`src/rtl/im_pkg.sv`:
```
// im_pkg: shared instruction-memory geometry and loader state encoding
package im_pkg;
  localparam int MEM_SIZE = 128;
  localparam int ADDR_W = 7;
  localparam int BYTES_PER_WORD = 4;
  typedef enum logic [1:0] {S_IDLE, S_LOAD, S_WRITE, S_DONE} state_t;
endpackage

```
`src/rtl/im_word_serializer.sv`:
```
// im_word_serializer: latches a 32-bit word and emits its bytes MSB first
module im_word_serializer (
  input  logic        clk,
  input  logic        rst,
  input  logic        i_load,
  input  logic        i_adv,
  input  logic [31:0] i_word,
  output logic [7:0]  o_byte,
  output logic [1:0]  o_idx,
  output logic        o_last_byte
);
  logic [31:0] r_word;
  logic [1:0]  r_idx;
  always_ff @(posedge clk) begin
    if (rst) begin
      r_word <= '0;
      r_idx  <= '0;
    end else if (i_load) begin
      r_word <= i_word;
      r_idx  <= '0;
    end else if (i_adv) begin
      r_idx  <= r_idx + 2'd1;
    end
  end
  // ~idx*8 selects bit 24 for offset 0 down to bit 0 for offset 3
  assign o_byte      = r_word[{~r_idx, 3'b000} +: 8];
  assign o_idx       = r_idx;
  assign o_last_byte = &r_idx;
endmodule

```
`src/rtl/im_loader.sv`:
```
// im_loader: accepts 32-bit words and writes them big-endian into byte memory
module im_loader #(
  parameter int MEM_SIZE = im_pkg::MEM_SIZE,
  parameter int ADDR_W   = im_pkg::ADDR_W
) (
  input  logic              clk,
  input  logic              rst,
  input  logic              start,
  input  logic              in_valid,
  output logic              in_ready,
  input  logic [31:0]       in_word,
  input  logic              in_last,
  output logic              mem_we,
  output logic [ADDR_W-1:0] mem_addr,
  output logic [7:0]        mem_wdata,
  output logic              busy,
  output logic              done,
  output logic [5:0]        word_count
);
  import im_pkg::*;
  state_t            r_state, w_next;
  logic [ADDR_W-1:0] r_base;
  logic [5:0]        r_count;
  logic              r_last;
  logic              w_accept, w_write, w_restart, w_last_byte, w_finish;
  logic [7:0]        w_byte;
  logic [1:0]        w_idx;
  assign w_accept  = (r_state == S_LOAD) && in_valid;
  assign w_write   = (r_state == S_WRITE);
  assign w_restart = start && (r_state == S_IDLE || r_state == S_DONE);
  // the last word slot ends the session even without in_last, so the base never wraps
  assign w_finish  = r_last || (r_base == ADDR_W'(MEM_SIZE - BYTES_PER_WORD));
  im_word_serializer u_ser (
    .clk         (clk),
    .rst         (rst),
    .i_load      (w_accept),
    .i_adv       (w_write),
    .i_word      (in_word),
    .o_byte      (w_byte),
    .o_idx       (w_idx),
    .o_last_byte (w_last_byte)
  );
  always_comb begin
    w_next     = r_state;
    in_ready   = r_state == S_LOAD;
    busy       = r_state == S_LOAD || w_write;
    done       = r_state == S_DONE;
    mem_we     = w_write;
    mem_addr   = w_write ? r_base + ADDR_W'(w_idx) : '0;
    mem_wdata  = w_write ? w_byte : '0;
    word_count = r_count;
    case (r_state)
      S_IDLE, S_DONE: w_next = start ? S_LOAD : r_state;
      S_LOAD:         w_next = in_valid ? S_WRITE : S_LOAD;
      S_WRITE:        w_next = !w_last_byte ? S_WRITE : (w_finish ? S_DONE : S_LOAD);
      default:        w_next = S_IDLE;
    endcase
  end
  always_ff @(posedge clk) begin
    if (rst) begin
      r_state <= S_IDLE;
      r_base  <= '0;
      r_count <= '0;
      r_last  <= 1'b0;
    end else begin
      r_state <= w_next;
      if (w_accept) r_last <= in_last;
      if (w_restart) begin
        r_base  <= '0;
        r_count <= '0;
      end else if (w_write && w_last_byte) begin
        r_base  <= r_base + ADDR_W'(BYTES_PER_WORD);
        r_count <= r_count + 6'd1;
      end
    end
  end
endmodule
```
`config.mk`:
```
export PLATFORM = sky130hd
export DESIGN_NAME = im_loader
export DESIGN_NICKNAME = d
export VERILOG_FILES = /design/src/rtl/im_pkg.sv /design/src/rtl/im_word_serializer.sv /design/src/rtl/im_loader.sv
export SDC_FILE = /design/constraint.sdc
export NUM_CORES = 1
export LEC_CHECK = 0
export BUFFER_PORTS_ARGS = -buffer_cell sky130_fd_sc_hd__buf_2
export CORE_MARGIN = 4
export CORE_UTILIZATION = 45
export DETAILED_ROUTE_END_ITERATION = 12
export PLACE_DENSITY = 0.71
export SLEW_MARGIN = 20
export SYNTH_ARGS = -nofsm -noshare
export SYNTH_HDL_FRONTEND = slang
export SYNTH_HIERARCHICAL = 1
export SYNTH_SLANG_ARGS = --single-unit
```
`constraint.sdc`:
```
create_clock -name clk -period 2.3 [get_ports clk]
set_input_delay 0.345 -clock clk [delete_from_list [all_inputs] [get_ports clk]]
set_output_delay 0.345 -clock clk [all_outputs]
set_load 0.01 [all_outputs]
```
# == Yosys cells after proc, flatten, opt, wreduce, memory -nomap -nowiden ==
# Index checks and enable logic that the tools add are counted.
# totals
reg_bits,50
input_bits,37
out_inout_bits,25
wordCells,35
# classes
eq_ne,5
reduce_logical,11
shift,1
mux,7
n_bitwise,1
addsub,4
# op_table
operator,n
32-bit by 6-bit variable part select with 8-bit output,1
2-bit 2-to-1 mux,4
8-bit 2-to-1 mux,1
7-bit by 2-bit adder with 7-bit output,1
7-bit by 3-bit adder with 7-bit output (second input constant),1
7-bit equality test (second input constant),1
7-bit 2-to-1 mux,1
6-bit by 1-bit adder with 6-bit output (second input constant),1
2-bit one-hot mux with 3 select lines,1
2-bit OR reduction,3
2-bit equality test (second input constant),2
1-bit logical AND,3
1-bit logical OR,3
2-bit by 1-bit adder with 2-bit output (second input constant),1
2-bit by 1-bit equality test with 1-bit output (second input constant),1
2-bit logical NOT,1
2-bit inequality test (second input constant),1
2-bit NOT,1
2-bit AND reduction,1

# == Logic depth before layout (Yosys ltp) ==
# logic_depth
word_depth,5
mapped_depth,7
ltp_nobuf,6

# == Cells and area by module ==
# Netlist, hierarchy kept.
# by_module_without_submodules
mod,n_inst,area_per_inst_um2,cells_per_inst,seq_area_each_um2
im_word_serializer,1,1423.9,121,680.7
im_loader,1,764.5,92,280.3

# == Worst setup path before layout ==
# No wires, ideal clock.
# synth_timing
path_type,flip-flop to flip-flop
start,register r_base[2]
end,register r_state[1]
setup_time_ns,0.127
slack_ns,0.785
stages_incl_launch_ff,7
n_path_buf,0
t_arrival_ns,1.388
required_time_ns,2.173
synth_period_minus_slack_ns,1.515
cell_sequence,dfxtp_1 ha_1 and3_1 ha_1 or3b_1 a21oi_1 a211oi_1
# synth_via
elab_chain_len,5
# synth_rtl
element,line,source
start: declaration,im_loader.sv:22,logic [ADDR_W-1:0] r_base;
start signal: assignment,im_loader.sv:72,r_base <= r_base + ADDR_W'(BYTES_PER_WORD);
7-bit equality test,im_loader.sv:32,assign w_finish = r_last || (r_base == ADDR_W'(MEM_SIZE - BYTES_PER_WORD));
1-bit logical OR,im_loader.sv:32,
2-bit 2-to-1 mux (2 in series),im_loader.sv:55,S_WRITE: w_next = !w_last_byte ? S_WRITE : (w_finish ? S_DONE : S_LOAD);
2-bit one-hot mux with 3 select lines,im_loader.sv:52,case (r_state)
end signal: assignment,im_loader.sv:66,r_state <= w_next;
end: declaration,im_loader.sv:21,"state_t r_state, w_next;"
# Every way passes these cells.
# A chain may end at the register's enable or synchronous reset.

# == Worst setup path in the final report ==
# layout_timing
start,"register u_ser.r_idx[1], in the netlist u_ser/o_idx[1]"
end,output mem_wdata[1]
# layout_via
elab_chain_len,3
# layout_rtl
element,line,source
start: declaration,im_word_serializer.sv:13,logic [1:0] r_idx;
start signal: assignment,im_word_serializer.sv:22,r_idx <= r_idx + 2'd1;
2-bit NOT,im_word_serializer.sv:26,"assign o_byte = r_word[{~r_idx, 3'b000} +: 8];"
32-bit by 6-bit variable part select with 8-bit output,im_word_serializer.sv:26,
named net w_byte[1],im_loader.sv:26,logic [7:0] w_byte;
8-bit 2-to-1 mux,im_loader.sv:50,mem_wdata = w_write ? w_byte : '0;
end: declaration,im_loader.sv:15,"output logic [7:0] mem_wdata,"
# The timed path passes the listed nets, and every way through them passes these cells.

==> results_dict.tcl <==
set metrics [dict create \
    min_path_type "in -> reg" \
    worstPathArrival_ns 1.72 \
    postCtsHoldBufs 0 \
    synth-adder-area-share 0.0400 \
    clk_path_buf_depth 2 \
    synth_edf_count 0 \
    grt_max_degree 37 \
    r2r-end "word_count[5]" \
    synthMuxAreaShare 0.238 \
    synth-simple-area-share 0.168 \
    skew_ns 0.00534 \
    synth_area_leaders "dfxtp_1, mux2i_1, mux4_2" \
    ff2ff_path_depth 6 \
    io_pins 62 \
    cp-end-kind "output port" \
    place_congestion 0.754 \
    cts.reportedPaths.clkPinSlew_ns 0.09 \
    rsz0062_at_grt "no" \
    power_density_nw_per_um2 873 \
    setup_viol 0 \
    hold_end "r_state[0]" \
    synthCells 213 \
    core_sq_um 4720 \
    cap_viol_max_count 0 \
    max_freq_ghz 0.485 \
    yosysSeqAreaShare 0.439 \
    crit_fanout 7 \
    ys_seq_elements 48 \
    synth_xor_area_frac 0.0200 \
    synth_top_area_cell "dfxtp_1" \
    dr_total_vias 1639 \
    slew_headroom 0.739 \
    syn_area_sq_um 2190 \
    synth.distinct_cells 28 \
    final_area_sq_um 2650 \
    grt_util_all_layers 0.157 \
    synth_nets 257 \
    hold_viol_final 0 \
    grt_pass1_vias 1659 \
    synth_top_family_by_area "multiplexers" \
    avgRoutedWirePerCell_microns 12.6 \
    synth_compound_area_frac 0.0417 \
    via_per_inst 4.81 \
    die-area_sq_um 6040 \
    num-nets-final 317 \
    die_h_microns 77.7 \
    grt-ovfl-total 0 \
    crit_required_ns 1.96 \
    drtIter0Drc 108 \
    cts_inserted_buffers 5 \
    synthFlopType "dfxtp_1" \
    post-route-util 0.561 \
    htreeDepth 2 \
    yosysWarnings 6 \
    synth.most_common_cell "dfxtp_1" \
    finalMaxSlewViolations 0 \
    cts_root_buf "clkbuf_8" \
    area_growth_pct 21.2 \
    ff2ff_setup_slack_ns 0.62 \
    antenna_found_initial 0 \
    dpl_cell_area_sq_um 2530 \
    stdcell_count 341 \
    async_reset_ff_frac 0 \
    drc_errors 0 \
    min_period_over_period 0.897 \
    start_kind "flop" \
    initial_core_util 0.463 \
    cts_tree "built" \
    holdPathStages 2 \
    antennaDiodeCount 0 \
    clk_latency_ns 0.30 \
    final.min_clock_period_ns 2.06 \
    synth_top_cell_area_share 0.439 \
    fin_setup_tns_ns 0 \
    grt_pass1_wl_mm 7.53 \
    totalWireLength_mm 4.28 \
    synth.top_cells.by_count "dfxtp_1, nor2_1, mux2i_1, and2_1" \
    status "completed" \
    crit_type "reg -> out" \
    cts_sinks 48 \
    worst_pin_slew_ns 0.392 \
    ant_nets 0 \
    drt_first_pass_iters 4 \
    ir_worst_vdd_v 0.000783 \
    die_w_microns 77.7 \
    layout-drive-gt1-share 0.314 \
    port_buffers 61 \
    power.leakage_nw 1.12 \
    hold_start "rst" \
    dp_cells 333 \
    r2r-start "r_state[0]" \
    num_rows 25 \
    syn_area_per_cell_sq_um 10.3 \
    hpwl_mm 3.09 \
]
==> report_power, final <==
group          leakage [nW]  internal, W  switching (W)
registers             0.390     0.000931      0.0000646
clock network        0.0548     0.000328       0.000290
logic                 0.677     0.000339       0.000363
==> state kept, by name (all words and copies together), names as in the netlist <==
name,flops
r_base,5
r_last,1
r_state,2
u_ser/o_idx,2
u_ser/r_word,32
word_count,6
==> what timing repair did <==
item | in CTS | in global routing
gates resized for setup | 0 | 1
buffers inserted | 0 | 0
endpoints found under the setup margin | 0 | 2
==> worst max path at each step <==
stage | slack, ns | startpoint | end
2_1_floorplan | 0.79 | r_base[2] | r_state[1]
6_report | 0.24 | u_ser/o_idx[1] | mem_wdata[1]
3_3_place_gp | 0.44 | u_ser/o_idx[1] | mem_wdata[1]
3_5_place_dp | 0.42 | u_ser/o_idx[1] | mem_wdata[1]
4_1_cts | 0.07 | u_ser/o_idx[1] | mem_wdata[1]
5_1_grt | 0.13 | u_ser/o_idx[1] | mem_wdata[1]
==> layer usage <==
layer | track usage | up-vias | share of wire
met3 | 0.0371 | 7 | 0.053
met1 | 0.203 | 742 | 0.45
li1 | - | 850 | -
met2 | 0.246 | 40 | 0.47
met5 | 0 | - | 0
met4 | 0.0730 | 0 | 0.021
==> layout make-up <==
type,count,area (sq um)
Inverter,4,15.0
Clock inverter,3,46.3
Clock buffer,5,68.8
Tap cell,67,83.8
Timing Repair Buffer,67,363
Multi-Input combinational cell,147,1110
Sequential cell,48,962
Fill cell,440,2070
==> through the flow <==
step                      worst slack (ns)  power (W)  hold slack (ns)
final                                0.237    0.00232            0.259
after global routing                 0.130    0.00248            0.259
after CTS                           0.0736    0.00235            0.246
after detailed placement             0.416    0.00172            0.466
after global placement               0.436    0.00171            0.465
after floorplan                      0.785    0.00155            0.417
==> worst max-delay path, stage by stage (launching register included) <==
cell	delay, ns
dfxtp_2	0.44
buf_4	0.20
mux4_2	0.49
and2_1	0.17
buf_2	0.13
==> cell families after synthesis <==
logic type,after synthesis
XOR/XNOR,5
flip-flops,48
adder cells (fa/ha/maj),7
buffers and inverters,18
AO/OA/AOI/OAI,16
AND/OR/NAND/NOR,77
multiplexers,42
==> cells in the final DEF (no fill, tap or decap), types with 5 or more instances in the layout <==
cell	netlist	layout
dfxtp_1	48	47
mux4_2	8	8
clkbuf_8	0	5
and2_1	16	15
buf_2	3	61
a21oi_1	8	8
mux2i_1	34	34
nor2_1	37	37
nand3_1	8	8
buf_4	2	5
ha_1	7	7
Note: power is estimated with default switching activity, not from simulation.
